## config.mk

```make
export PLATFORM = sky130hd
export DESIGN_NAME = wakeup_issue_queue
export DESIGN_NICKNAME = d
export VERILOG_FILES = /design/src/rtl/fuq_pkg.sv /design/src/rtl/iq_age_select.sv /design/src/rtl/wakeup_issue_queue.sv
export SDC_FILE = /design/constraint.sdc
export NUM_CORES = 2
export LEC_CHECK = 0
export BUFFER_PORTS_ARGS = -buffer_cell sky130_fd_sc_hd__buf_2
export CAP_MARGIN = 20
export CORE_ASPECT_RATIO = 1.5
export CORE_UTILIZATION = 50
export CTS_CLUSTER_SIZE = 8
export DETAILED_ROUTE_END_ITERATION = 6
export PLACE_DENSITY = 0.67
export SYNTH_ARGS = -nofsm -noshare
export SYNTH_HDL_FRONTEND = slang
export SYNTH_SLANG_ARGS = --single-unit
```

## constraint.sdc

```tcl
create_clock -name clk -period 16.2 [get_ports clk]
set_input_delay 0 -clock clk [delete_from_list [all_inputs] [get_ports clk]]
set_output_delay 0 -clock clk [all_outputs]
set_load 0.05 [all_outputs]
```

## src/rtl/fuq_pkg.sv

```systemverilog
// Shared constants, entry layout and issue payload for the wakeup issue queue.
`timescale 1ns/1ps
package fuq_pkg;

  localparam int FUQ_DEPTH        = 8;
  localparam int FUQ_INST_ID_BITS = 6;
  localparam int FUQ_PRN_BITS     = 6;
  localparam int FUQ_MAX_OPERANDS = 3;
  localparam int FUQ_WAKE_PORTS   = 4;
  localparam int FUQ_INSTR_BITS   = 32;
  localparam int FUQ_PC_BITS      = 64;

  typedef struct packed {
    logic [FUQ_INST_ID_BITS-1:0]                     inst_id;
    logic [FUQ_INSTR_BITS-1:0]                       raw_instr;
    logic [FUQ_PC_BITS-1:0]                          pc;
    logic [FUQ_MAX_OPERANDS-1:0]                     src_valid;
    logic [FUQ_MAX_OPERANDS-1:0]                     src_ready;
    logic [FUQ_MAX_OPERANDS-1:0][FUQ_PRN_BITS-1:0]   src_prn;
    logic [FUQ_MAX_OPERANDS-1:0]                     dst_valid;
    logic [FUQ_MAX_OPERANDS-1:0][FUQ_PRN_BITS-1:0]   dst_prn;
  } fuq_entry_t;

  // Ready bits are consumed by selection and are not part of the issued payload.
  typedef struct packed {
    logic [FUQ_INST_ID_BITS-1:0]                     inst_id;
    logic [FUQ_INSTR_BITS-1:0]                       raw_instr;
    logic [FUQ_PC_BITS-1:0]                          pc;
    logic [FUQ_MAX_OPERANDS-1:0]                     src_valid;
    logic [FUQ_MAX_OPERANDS-1:0][FUQ_PRN_BITS-1:0]   src_prn;
    logic [FUQ_MAX_OPERANDS-1:0]                     dst_valid;
    logic [FUQ_MAX_OPERANDS-1:0][FUQ_PRN_BITS-1:0]   dst_prn;
  } fuq_issue_t;

  function automatic fuq_issue_t to_issue(input fuq_entry_t e);
    fuq_issue_t r;
    r.inst_id   = e.inst_id;
    r.raw_instr = e.raw_instr;
    r.pc        = e.pc;
    r.src_valid = e.src_valid;
    r.src_prn   = e.src_prn;
    r.dst_valid = e.dst_valid;
    r.dst_prn   = e.dst_prn;
    return r;
  endfunction

endpackage

```

## src/rtl/iq_age_select.sv

```systemverilog
// Age matrix tracking insertion order of queue slots; grants the oldest candidate one-hot.
`timescale 1ns/1ps
module iq_age_select
  import fuq_pkg::*;
#(
  parameter int DEPTH = FUQ_DEPTH
) (
  input  logic             clk,
  input  logic             rst,
  input  logic             flush,
  input  logic [DEPTH-1:0] insert_oh,
  input  logic [DEPTH-1:0] free_oh,
  input  logic [DEPTH-1:0] candidate,
  output logic [DEPTH-1:0] grant,
  output logic             grant_valid
);

  // age[i][j] set means slot i was inserted before slot j; the diagonal stays 0.
  logic [DEPTH-1:0][DEPTH-1:0] age;

  // NOTE: sequential state uses non-blocking assignments so every register samples pre-edge values.
  always_ff @(posedge clk or negedge rst) begin
    if (!rst) begin
      age <= '0;
    end else if (flush) begin
      age <= '0;
    end else begin
      for (int i = 0; i < DEPTH; i++) begin
        for (int j = 0; j < DEPTH; j++) begin
          if (insert_oh[i])      age[i][j] <= 1'b0;
          else if (insert_oh[j]) age[i][j] <= 1'b1;
          else if (free_oh[i])   age[i][j] <= 1'b0;
        end
      end
    end
  end

  // NOTE: combinational outputs get a default first so no path leaves them unassigned (no latch).
  always_comb begin
    grant = '0;
    for (int i = 0; i < DEPTH; i++) begin
      grant[i] = candidate[i];
      for (int j = 0; j < DEPTH; j++) begin
        if (candidate[j] && age[j][i]) grant[i] = 1'b0;
      end
    end
  end

  assign grant_valid = |candidate;

endmodule

```

## src/rtl/wakeup_issue_queue.sv

```systemverilog
// Wakeup/select issue queue with a single registered issue slot.
// Optional statistics outputs (occupancy, stall_cycles) are built when FUQ_STATS_EN is defined.
`timescale 1ns/1ps
module wakeup_issue_queue
  import fuq_pkg::*;
#(
  parameter int DEPTH        = FUQ_DEPTH,
  parameter int INST_ID_BITS = FUQ_INST_ID_BITS,
  parameter int PRN_BITS     = FUQ_PRN_BITS,
  parameter int MAX_OPERANDS = FUQ_MAX_OPERANDS,
  parameter int WAKE_PORTS   = FUQ_WAKE_PORTS
) (
  input  logic                                                clk,
  input  logic                                                rst,
  input  logic                                                flush,
  input  logic                                                inst_valid,
  output logic                                                queue_ready,
  input  logic [INST_ID_BITS-1:0]                             inst_id,
  input  logic [31:0]                                         raw_instr,
  input  logic [63:0]                                         instr_pc,
  input  logic [MAX_OPERANDS-1:0]                             prn_input_valid,
  input  logic [MAX_OPERANDS-1:0]                             prn_input_ready,
  input  logic [MAX_OPERANDS-1:0][PRN_BITS-1:0]               prn_input,
  input  logic [MAX_OPERANDS-1:0]                             prn_output_valid,
  input  logic [MAX_OPERANDS-1:0][PRN_BITS-1:0]               prn_output,
  input  logic [WAKE_PORTS-1:0][MAX_OPERANDS-1:0]             wake_valid,
  input  logic [WAKE_PORTS-1:0][MAX_OPERANDS-1:0][PRN_BITS-1:0] wake_prn,
  output logic                                                issue_valid,
  input  logic                                                issue_ready,
  output logic [INST_ID_BITS-1:0]                             issue_inst_id,
  output logic [31:0]                                         issue_raw_instr,
  output logic [63:0]                                         issue_pc,
  output logic [MAX_OPERANDS-1:0]                             issue_prn_output_valid,
  output logic [MAX_OPERANDS-1:0][PRN_BITS-1:0]               issue_prn_output,
  output logic [MAX_OPERANDS-1:0]                             prf_read_enable,
  output logic [MAX_OPERANDS-1:0][PRN_BITS-1:0]               prf_read_prn
`ifdef FUQ_STATS_EN
  ,
  output logic [$clog2(DEPTH):0]                              occupancy,
  output logic [31:0]                                         stall_cycles
`endif
);

  function automatic logic wake_hit(
    input logic [PRN_BITS-1:0]                               prn,
    input logic [WAKE_PORTS-1:0][MAX_OPERANDS-1:0]           wv,
    input logic [WAKE_PORTS-1:0][MAX_OPERANDS-1:0][PRN_BITS-1:0] wp
  );
    logic hit;
    hit = 1'b0;
    for (int w = 0; w < WAKE_PORTS; w++) begin
      for (int k = 0; k < MAX_OPERANDS; k++) begin
        hit |= wv[w][k] && (wp[w][k] == prn);
      end
    end
    return hit;
  endfunction

  logic [DEPTH-1:0]                   valid;
  fuq_entry_t                         entries [DEPTH];
  fuq_entry_t                         ins_entry;
  fuq_entry_t                         sel_entry;
  fuq_issue_t                         issue_q;
  logic                               issue_valid_q;
  logic [DEPTH-1:0]                   free_oh, insert_oh, release_oh;
  logic [DEPTH-1:0]                   candidate, grant;
  logic [DEPTH-1:0][MAX_OPERANDS-1:0] wake_set;
  logic                               grant_valid, insert_en, load_issue;

  // Occupancy is taken from registered valids only, so a slot freed this edge waits a cycle.
  assign queue_ready = ~&valid;
  assign insert_en   = inst_valid && queue_ready && !flush;
  assign load_issue  = !flush && (!issue_valid_q || issue_ready);
  assign insert_oh   = insert_en ? free_oh : '0;
  assign release_oh  = load_issue ? grant : '0;

  always_comb begin
    free_oh = '0;
    for (int i = DEPTH-1; i >= 0; i--) begin
      if (!valid[i]) begin
        free_oh    = '0;
        free_oh[i] = 1'b1;
      end
    end
  end

  always_comb begin
    ins_entry           = '0;
    ins_entry.inst_id   = inst_id;
    ins_entry.raw_instr = raw_instr;
    ins_entry.pc        = instr_pc;
    ins_entry.src_valid = prn_input_valid;
    ins_entry.src_prn   = prn_input;
    ins_entry.dst_valid = prn_output_valid;
    ins_entry.dst_prn   = prn_output;
    for (int k = 0; k < MAX_OPERANDS; k++) begin
      ins_entry.src_ready[k] = !prn_input_valid[k] || prn_input_ready[k] ||
                               wake_hit(prn_input[k], wake_valid, wake_prn);
    end
  end

  always_comb begin
    wake_set  = '0;
    candidate = '0;
    for (int i = 0; i < DEPTH; i++) begin
      candidate[i] = valid[i] && (&entries[i].src_ready);
      for (int k = 0; k < MAX_OPERANDS; k++) begin
        wake_set[i][k] = wake_hit(entries[i].src_prn[k], wake_valid, wake_prn);
      end
    end
  end

  always_comb begin
    sel_entry = '0;
    for (int i = 0; i < DEPTH; i++) begin
      if (grant[i]) sel_entry = entries[i];
    end
  end

  iq_age_select #(.DEPTH(DEPTH)) u_age_select (
    .clk         (clk),
    .rst         (rst),
    .flush       (flush),
    .insert_oh   (insert_oh),
    .free_oh     (release_oh),
    .candidate   (candidate),
    .grant       (grant),
    .grant_valid (grant_valid)
  );

  always_ff @(posedge clk or negedge rst) begin
    if (!rst)       valid <= '0;
    else if (flush) valid <= '0;
    else            valid <= (valid & ~release_oh) | insert_oh;
  end

  // NOTE: entry payload is storage qualified by valid, so it is deliberately left without reset.
  always_ff @(posedge clk) begin
    for (int i = 0; i < DEPTH; i++) begin
      if (insert_oh[i])  entries[i] <= ins_entry;
      else if (valid[i]) entries[i].src_ready <= entries[i].src_ready | wake_set[i];
    end
  end

  always_ff @(posedge clk or negedge rst) begin
    if (!rst) begin
      issue_valid_q <= 1'b0;
      issue_q       <= '0;
    end else if (flush) begin
      issue_valid_q <= 1'b0;
      issue_q       <= '0;
    end else if (load_issue) begin
      issue_valid_q <= grant_valid;
      if (grant_valid) issue_q <= to_issue(sel_entry);
    end
  end

  assign issue_valid            = issue_valid_q;
  assign issue_inst_id          = issue_q.inst_id;
  assign issue_raw_instr        = issue_q.raw_instr;
  assign issue_pc               = issue_q.pc;
  assign issue_prn_output_valid = issue_q.dst_valid;
  assign issue_prn_output       = issue_q.dst_prn;
  assign prf_read_enable        = {MAX_OPERANDS{issue_valid_q}} & issue_q.src_valid;
  assign prf_read_prn           = issue_q.src_prn;

`ifdef FUQ_STATS_EN
  localparam int OCC_BITS = $clog2(DEPTH) + 1;

  assign occupancy = OCC_BITS'($countones(valid));

  always_ff @(posedge clk or negedge rst) begin
    if (!rst)       stall_cycles <= '0;
    else if (flush) stall_cycles <= '0;
    else if (issue_valid_q && !issue_ready && stall_cycles != '1)
      stall_cycles <= stall_cycles + 32'd1;
  end
`endif

endmodule

```

Yosys cells after proc, flatten, opt, wreduce, memory -nomap -nowiden. Memory sizes are Yosys's and may differ from the RTL's. Cells that the tools add are included.

Eq/ne operators: 324. Multiplexer cells: 265. Bitwise logic cells: 317. Reduce and logical (&&, ||, !) cells: 489.

Operators with widths (count): $eq A6 B6 Y1 (324); $mux W147 (8); $mux W144 (3); $logic_and A1 B1 Y1 (399); $or A1 B1 Y1 (305); $mux W1 (234); $reduce_bool A4 Y1 (56); $mux W8 (11); $mux W64 (1); $mux W3 (8); $or A3 B3 Y3 (8); $reduce_and A3 Y1 (8); $reduce_bool A3 Y1 (8); $and A8 B8 Y8 (1); $not A8 Y8 (1); $or A8 B8 Y8 (1); $reduce_and A8 Y1 (1); $reduce_or A8 Y1 (1); $logic_or A1 B1 Y1 (7); $logic_not A1 Y1 (6); $reduce_bool A2 Y1 (2); $and A3 B3 Y3 (1); $reduce_and A2 Y1 (1).

Flip-flop bits (word level): 217. Bits in writable memories: 1176. Bits of input ports: 236. Output and inout bits: 146. Word-level logic and storage cells: 1473. Memories kept: 1.

Memories: entries (depth 8, bits a word 147, read ports 8, clocked after memory_dff 0, wr ports 8, RTL line wakeup_issue_queue.sv:60) `fuq_entry_t entries [DEPTH];`.

Depth between registers and ports, before layout. An unclocked memory read counts as a cell.

Depth after elaboration: 23. Mapped depth: 11. Depth with buffers taken out: 6.

Hierarchy. Synthesis repeated with hierarchy kept, for this count alone.

Cell total of the unflattened synthesis: 6940. Area total of the unflattened synthesis: 79899.1 um^2.

Modules (own cells, without submodules): wakeup_issue_queue (instances 1, cells each 6689, area an instance 77420.5 um^2, sequential area each 39142.5 um^2); iq_age_select (instances 1, cells each 251, area an instance 2478.6 um^2, sequential area each 1401.3 um^2).

Worst setup path before layout. No wires, ideal clock.

Path type: reg2reg. From: register valid[1]. To: register u_age_select.age[12] (netlist name). Setup time: 138 ps. Arrival: 12491 ps. Required time: 16062 ps. Path slack: 3572 ps. Cell stages (with the launch flop): 5. Period minus slack after synthesis: 12628 ps. Cells stage by stage: dfrtp_1 buf_2 nor3_1 a211oi_1 a21o_1.

RTL lines: from (decl) (RTL line wakeup_issue_queue.sv:59) `logic [DEPTH-1:0] valid;`; from (signal assigned) (RTL line wakeup_issue_queue.sv:134) `else valid <= (valid & ~release_oh) | insert_oh;`; $reduce_and A8 Y1 (RTL line wakeup_issue_queue.sv:71) `assign queue_ready = ~&valid;`; $logic_not A1 Y1 (RTL line wakeup_issue_queue.sv:71); $logic_and A1 B1 Y1 (2 in series) (RTL line wakeup_issue_queue.sv:72) `assign insert_en = inst_valid && queue_ready && !flush;`; $mux W8 (*) (RTL line wakeup_issue_queue.sv:74) `assign insert_oh = insert_en ? free_oh : '0;`; net insert_oh[1] (RTL line wakeup_issue_queue.sv:65) `logic [DEPTH-1:0] free_oh, insert_oh, release_oh;`; $mux W1 (RTL line iq_age_select.sv:30) `if (insert_oh[i]) age[i][j] <= 1'b0;`; $mux W64 (RTL line iq_age_select.sv:25) `end else if (flush) begin`; to (signal assigned) (RTL line iq_age_select.sv:26) `age <= '0;`; to (signal, indexed assignment) (RTL line iq_age_select.sv:30); to (signal, indexed assignment) (RTL line iq_age_select.sv:31) `else if (insert_oh[j]) age[i][j] <= 1'b1;`; to (decl) (RTL line iq_age_select.sv:19) `logic [DEPTH-1:0][DEPTH-1:0] age;`.

The timed path passes the listed nets; every way through them passes the cells marked *. A chain may end at the register's enable or synchronous reset.

Worst setup path after layout.
From: register valid[0]. To: register issue_q, in the netlist issue_pc[7].

Word-level cells in the longest chain between the ends: 21.

Ends and longest elaborated chain: $logic_and A1 B1 Y1 (*) (RTL line wakeup_issue_queue.sv:106) `candidate[i] = valid[i] && (&entries[i].src_ready);`; $logic_and A1 B1 Y1 (RTL line iq_age_select.sv:44) `if (candidate[j] && age[j][i]) grant[i] = 1'b0;`; $mux W1 (8 in series) (RTL line iq_age_select.sv:44); $mux W147 (8 in series) (RTL line wakeup_issue_queue.sv:116) `if (grant[i]) sel_entry = entries[i];`; $mux W144 (RTL line wakeup_issue_queue.sv:154) `if (grant_valid) issue_q <= to_issue(sel_entry);`; $mux W144 (RTL line wakeup_issue_queue.sv:152) `end else if (load_issue) begin`; $mux W144 (RTL line wakeup_issue_queue.sv:149) `end else if (flush) begin`; to (signal assigned) (RTL line wakeup_issue_queue.sv:154); to (decl) (RTL line wakeup_issue_queue.sv:63) `fuq_issue_t issue_q;`.

Mark *: on every way between the ends. The rest lies on a longest branch, timed or not. The select of a mux whose other input is x is not followed.

==> flow_results.xml <==
<?xml version="1.0" encoding="UTF-8"?>
<metrics>
  <group name="timing">
    <metric name="max_slew_margin" unit="">-0.00712</metric>
    <metric name="timing.final.hold_violations" unit="">0</metric>
    <metric name="worst_slew_pin_slew" unit="ns">1.50</metric>
    <metric name="fin_setup_tns" unit="ns">0</metric>
    <metric name="fin_skew" unit="ns">0.0516</metric>
    <metric name="fmax" unit="MHz">160</metric>
    <metric name="timing_max_transition_violations_final" unit="">1</metric>
    <metric name="grt_setup_unrepaired" unit="">no</metric>
    <metric name="layout_worst_path_cycle_share" unit="">0.386</metric>
    <metric name="final_period_minus_worst_setup_slack" unit="ns">6.25</metric>
    <metric name="setup_viol" unit="">0</metric>
  </group>
  <group name="global_route">
    <metric name="grt_overflow" unit="">0</metric>
    <metric name="number_of_global_route_vias_before_repair" unit="">66362</metric>
    <metric name="overall_global_routing_usage" unit="">0.387</metric>
    <metric name="grt_max_degree" unit="">187</metric>
    <metric name="global_route_wire_length_before_repair" unit="mm">469</metric>
    <metric name="initial_antenna_violation_count" unit="">29</metric>
  </group>
  <group name="floorplanning">
    <metric name="core_area" unit="um2">163000</metric>
    <metric name="floorplan.initialDensity" unit="">0.506</metric>
    <metric name="ioPinCount" unit="">382</metric>
    <metric name="std_cell_rows" unit="">181</metric>
    <metric name="fp.dieW" unit="um">333</metric>
    <metric name="die_h" unit="um">499</metric>
    <metric name="area_of_the_die" unit="um2">166000</metric>
  </group>
  <group name="logic_synthesis">
    <metric name="async_flop_share" unit="">0.151</metric>
    <metric name="post_synth.cell_area_avg" unit="um2">11.3</metric>
    <metric name="synth_warn" unit="">0</metric>
    <metric name="yosysSeqAreaShare" unit="">0.493</metric>
    <metric name="synth_top_cell_by_area" unit="">sky130_fd_sc_hd__edfxtp_1</metric>
    <metric name="syn_area" unit="um2">82200</metric>
    <metric name="netlist_top_cells_area" unit="">sky130_fd_sc_hd__edfxtp_1 43%, sky130_fd_sc_hd__xnor2_1 10%, sky130_fd_sc_hd__xor2_1 10%</metric>
    <metric name="synthesis.nets" unit="">7516</metric>
    <metric name="synth_top_area_share" unit="">0.430</metric>
    <metric name="synth-edff-count" unit="">1176</metric>
    <metric name="synthesis.instances" unit="">7280</metric>
    <metric name="synthDistinctLibCells" unit="">46</metric>
    <metric name="ys_ff_latch" unit="">1385</metric>
    <metric name="synth_top_flop_cell" unit="">sky130_fd_sc_hd__edfxtp_1</metric>
  </group>
  <group name="cts">
    <metric name="clk_pin_slew" unit="ns">0.05</metric>
    <metric name="numCtsBuffers" unit="">191</metric>
    <metric name="clock_tree.htree_level_count" unit="">4</metric>
    <metric name="insertion_delay" unit="ns">0.84</metric>
    <metric name="postCtsSetupRepairBufs" unit="">0</metric>
    <metric name="cts_num_sinks" unit="">1385</metric>
    <metric name="post_cts_resized" unit="">0</metric>
    <metric name="cts.path.max_buffers" unit="">3</metric>
    <metric name="clock-root-buffer" unit="">sky130_fd_sc_hd__clkbuf_16</metric>
    <metric name="tritoncts" unit="">yes</metric>
  </group>
  <group name="critical_path">
    <metric name="crit_type" unit="">reg2reg</metric>
    <metric name="max_stage_delay" unit="ns">0.91</metric>
    <metric name="crit-reg2reg-launch" unit="">valid[0]</metric>
    <metric name="cpMostUsedCell" unit="">sky130_fd_sc_hd__buf_4</metric>
    <metric name="start_kind" unit="">register</metric>
    <metric name="end_kind" unit="">register</metric>
    <metric name="cp_cell_sequence" unit="">and4_4, buf_4, buf_4, a22oi_1, nand3_4, nor2_4, buf_12, a2111oi_0, a311oi_1</metric>
    <metric name="critical_path.max_fanout" unit="">186</metric>
    <metric name="critPathLaunch" unit="">valid[0]</metric>
    <metric name="worst_ep_arrival_time" unit="ns">6.90</metric>
    <metric name="crit_required" unit="ns">16.85</metric>
    <metric name="ff2ff_setup_slack" unit="ns">9.95</metric>
    <metric name="cpMaxStageDelayCell" unit="">sky130_fd_sc_hd__and4_4</metric>
    <metric name="reg2regPathDepth" unit="">9</metric>
    <metric name="critical_path.reg2reg.endpoint" unit="">issue_pc[7]</metric>
  </group>
  <group name="place">
    <metric name="port-buffer-count" unit="">381</metric>
    <metric name="detailed_place_hpwl" unit="mm">169</metric>
    <metric name="place_area" unit="um2">83300</metric>
    <metric name="placedCellCount" unit="">8833</metric>
    <metric name="gpl.final_weighted_congestion" unit="">0.976</metric>
  </group>
  <group name="routing">
    <metric name="remaining_drcs" unit="">0</metric>
    <metric name="first_pass_iters" unit="">7</metric>
    <metric name="drt_wl_total" unit="mm">328</metric>
    <metric name="ant_nets" unit="">0</metric>
    <metric name="viasPerCell" unit="">7.14</metric>
    <metric name="via_count" unit="">67419</metric>
    <metric name="dr.first_iter.drc_count" unit="">9680</metric>
    <metric name="detail_route.wl_per_cell" unit="um">34.8</metric>
  </group>
  <group name="pwr">
    <metric name="ir_drop" unit="mV">0.114</metric>
    <metric name="power.static_leakage" unit="nW">32.1</metric>
    <metric name="power_density" unit="nW/um2">93.7</metric>
    <metric name="design_power_total" unit="W">0.00857</metric>
  </group>
  <group name="worst_hold_path">
    <metric name="hold-path-cell-count" unit="">2</metric>
    <metric name="min_path_type" unit="">in2reg</metric>
    <metric name="min_to" unit="">entries[1][53]</metric>
    <metric name="min_from" unit="">instr_pc[8]</metric>
  </group>
  <group name="finish">
    <metric name="final_common_cell" unit="">sky130_fd_sc_hd__edfxtp_1</metric>
    <metric name="final_std_cells_w_o_fill" unit="">9440</metric>
    <metric name="stdcell_area" unit="um2">91500</metric>
    <metric name="nets" unit="">7400</metric>
    <metric name="layout_cells_sized_above_1" unit="">0.109</metric>
    <metric name="most-common-layout-cells" unit="">1176 x sky130_fd_sc_hd__edfxtp_1, 972 x sky130_fd_sc_hd__xor2_1, 972 x sky130_fd_sc_hd__xnor2_1</metric>
    <metric name="syn2layout_area_growth" unit="%">11.3</metric>
  </group>
  <group name="run_status">
    <metric name="violations" unit="">max-capacitance violations, max-slew violations</metric>
    <metric name="run_status" unit="">complete, but fails checks</metric>
  </group>
  <group name="job">
    <metric name="max_cap_violation_count" unit="">1</metric>
  </group>
</metrics>
## routing by layer
layer,wire length [um],share of wire,track usage
met4,25900,0.079,0.257
met2,138000,0.42,0.563
met3,48800,0.15,0.155
met5,358,0.0011,0.00670
met1,115000,0.35,0.471
## worst max-delay path by stage
stage	to	slack (ns)
final	issue_pc[7]	9.95
after global routing	issue_prn_output[4]	9.91
after CTS	issue_raw_instr[10]	10.42
after detailed placement	issue_raw_instr[10]	10.39
after global placement	issue_prn_output[12]	10.53
after floorplan	u_age_select.age[12]	3.57
## worst max-delay path, delay by kind of cell, from the launching register on
| kind | cells | cell delay, ns |
|---|---|---|
| buffers and inverters | 3 | 1.90 |
| AOI/OAI and AO/OA | 3 | 1.00 |
| and+or+nand+nor | 3 | 2.11 |
| DFF | 1 | 0.50 |
## flip-flops by register name (all words and copies together), names as in the netlist
| register | count |
|---|---|
| issue_prn_output_valid | 3 |
| u_age_select.age | 56 |
| valid | 8 |
| issue_pc | 64 |
| issue_prn_output | 18 |
| issue_q | 3 |
| entries | 1176 |
| issue_raw_instr | 32 |
| issue_inst_id | 6 |
| prf_read_prn | 18 |
| issue_valid | 1 |
## cell families (layout without fill, tap and decap cells)
group | after synthesis | count (layout) | share of synthesized area
AOI/OAI and AO/OA | 1255 | 1255 | 0.123
xor gates and xnor gates | 1944 | 1944 | 0.207
buffers and inverters | 1098 | 1140 | 0.0591
DFF | 1385 | 1385 | 0.493
muxes | 21 | 21 | 0.00288
other | 0 | 14 | 0
and+or+nand+nor | 1577 | 1577 | 0.115
## synthesized netlist by cell type (2+ instances only)
library cell                instances
sky130_fd_sc_hd__nor3b_1            3
sky130_fd_sc_hd__mux2_2            21
sky130_fd_sc_hd__and2_1           151
sky130_fd_sc_hd__a21boi_0           3
sky130_fd_sc_hd__buf_2            148
sky130_fd_sc_hd__a21o_1           199
sky130_fd_sc_hd__nor4_2             2
sky130_fd_sc_hd__xnor2_1          972
sky130_fd_sc_hd__and4_1            13
sky130_fd_sc_hd__buf_4            148
sky130_fd_sc_hd__a2111oi_0        144
sky130_fd_sc_hd__nor3_1           317
sky130_fd_sc_hd__nand2b_1           3
sky130_fd_sc_hd__a2bb2oi_1        144
sky130_fd_sc_hd__a22o_1             6
sky130_fd_sc_hd__clkbuf_1         606
sky130_fd_sc_hd__edfxtp_1        1176
sky130_fd_sc_hd__a22oi_1           21
sky130_fd_sc_hd__nor2_1            40
sky130_fd_sc_hd__nor3_2             2
sky130_fd_sc_hd__o221ai_1         144
sky130_fd_sc_hd__xor2_1           972
sky130_fd_sc_hd__and3_1           144
sky130_fd_sc_hd__a21oi_1            7
sky130_fd_sc_hd__or2_2              2
sky130_fd_sc_hd__dfrtp_1          209
sky130_fd_sc_hd__a311oi_1         144
sky130_fd_sc_hd__nor2b_1            4
sky130_fd_sc_hd__nand3_1            4
sky130_fd_sc_hd__nand2_1            8
sky130_fd_sc_hd__nor4_1           378
sky130_fd_sc_hd__buf_1            191
sky130_fd_sc_hd__inv_1              5
sky130_fd_sc_hd__o21a_1           144
sky130_fd_sc_hd__a211oi_1         294
sky130_fd_sc_hd__nand4_1          501
## repair_timing
action,4_1_cts,5_1_grt
hold endpoints to repair,1269,0
setup endpoints to repair,0,0
hold buffers,241,0
## cell type report
class / count / area [um2]
tap: 2104 / 2630
fill: 13494 / 71100
sequential: 1385 / 40500
clock buffer: 337 / 5370
timing repair buffer: 784 / 5620
antenna: 14 / 35.0
multi-input combinational: 4797 / 36900
inverter: 5 / 18.8
clock inverter: 14 / 308
## per-stage QoR
step	util	hold WS (ns)	setup slack [ns]
final	0.563	0.0477	9.95
after global routing	0.562	0.0360	9.91
after CTS	0.562	0.00111	10.42
after detailed placement	0.512	0.121	10.39
after global placement	0.512	0.116	10.53
after floorplan	-	-0.296	3.57
## power breakdown
| group | switching, W | internal [W] |
|---|---|---|
| sequential | 0.0000263 | 0.00391 |
| clock | 0.00158 | 0.00223 |
| combinational | 0.000559 | 0.000264 |
Note: power is estimated with default switching activity, not from simulation.
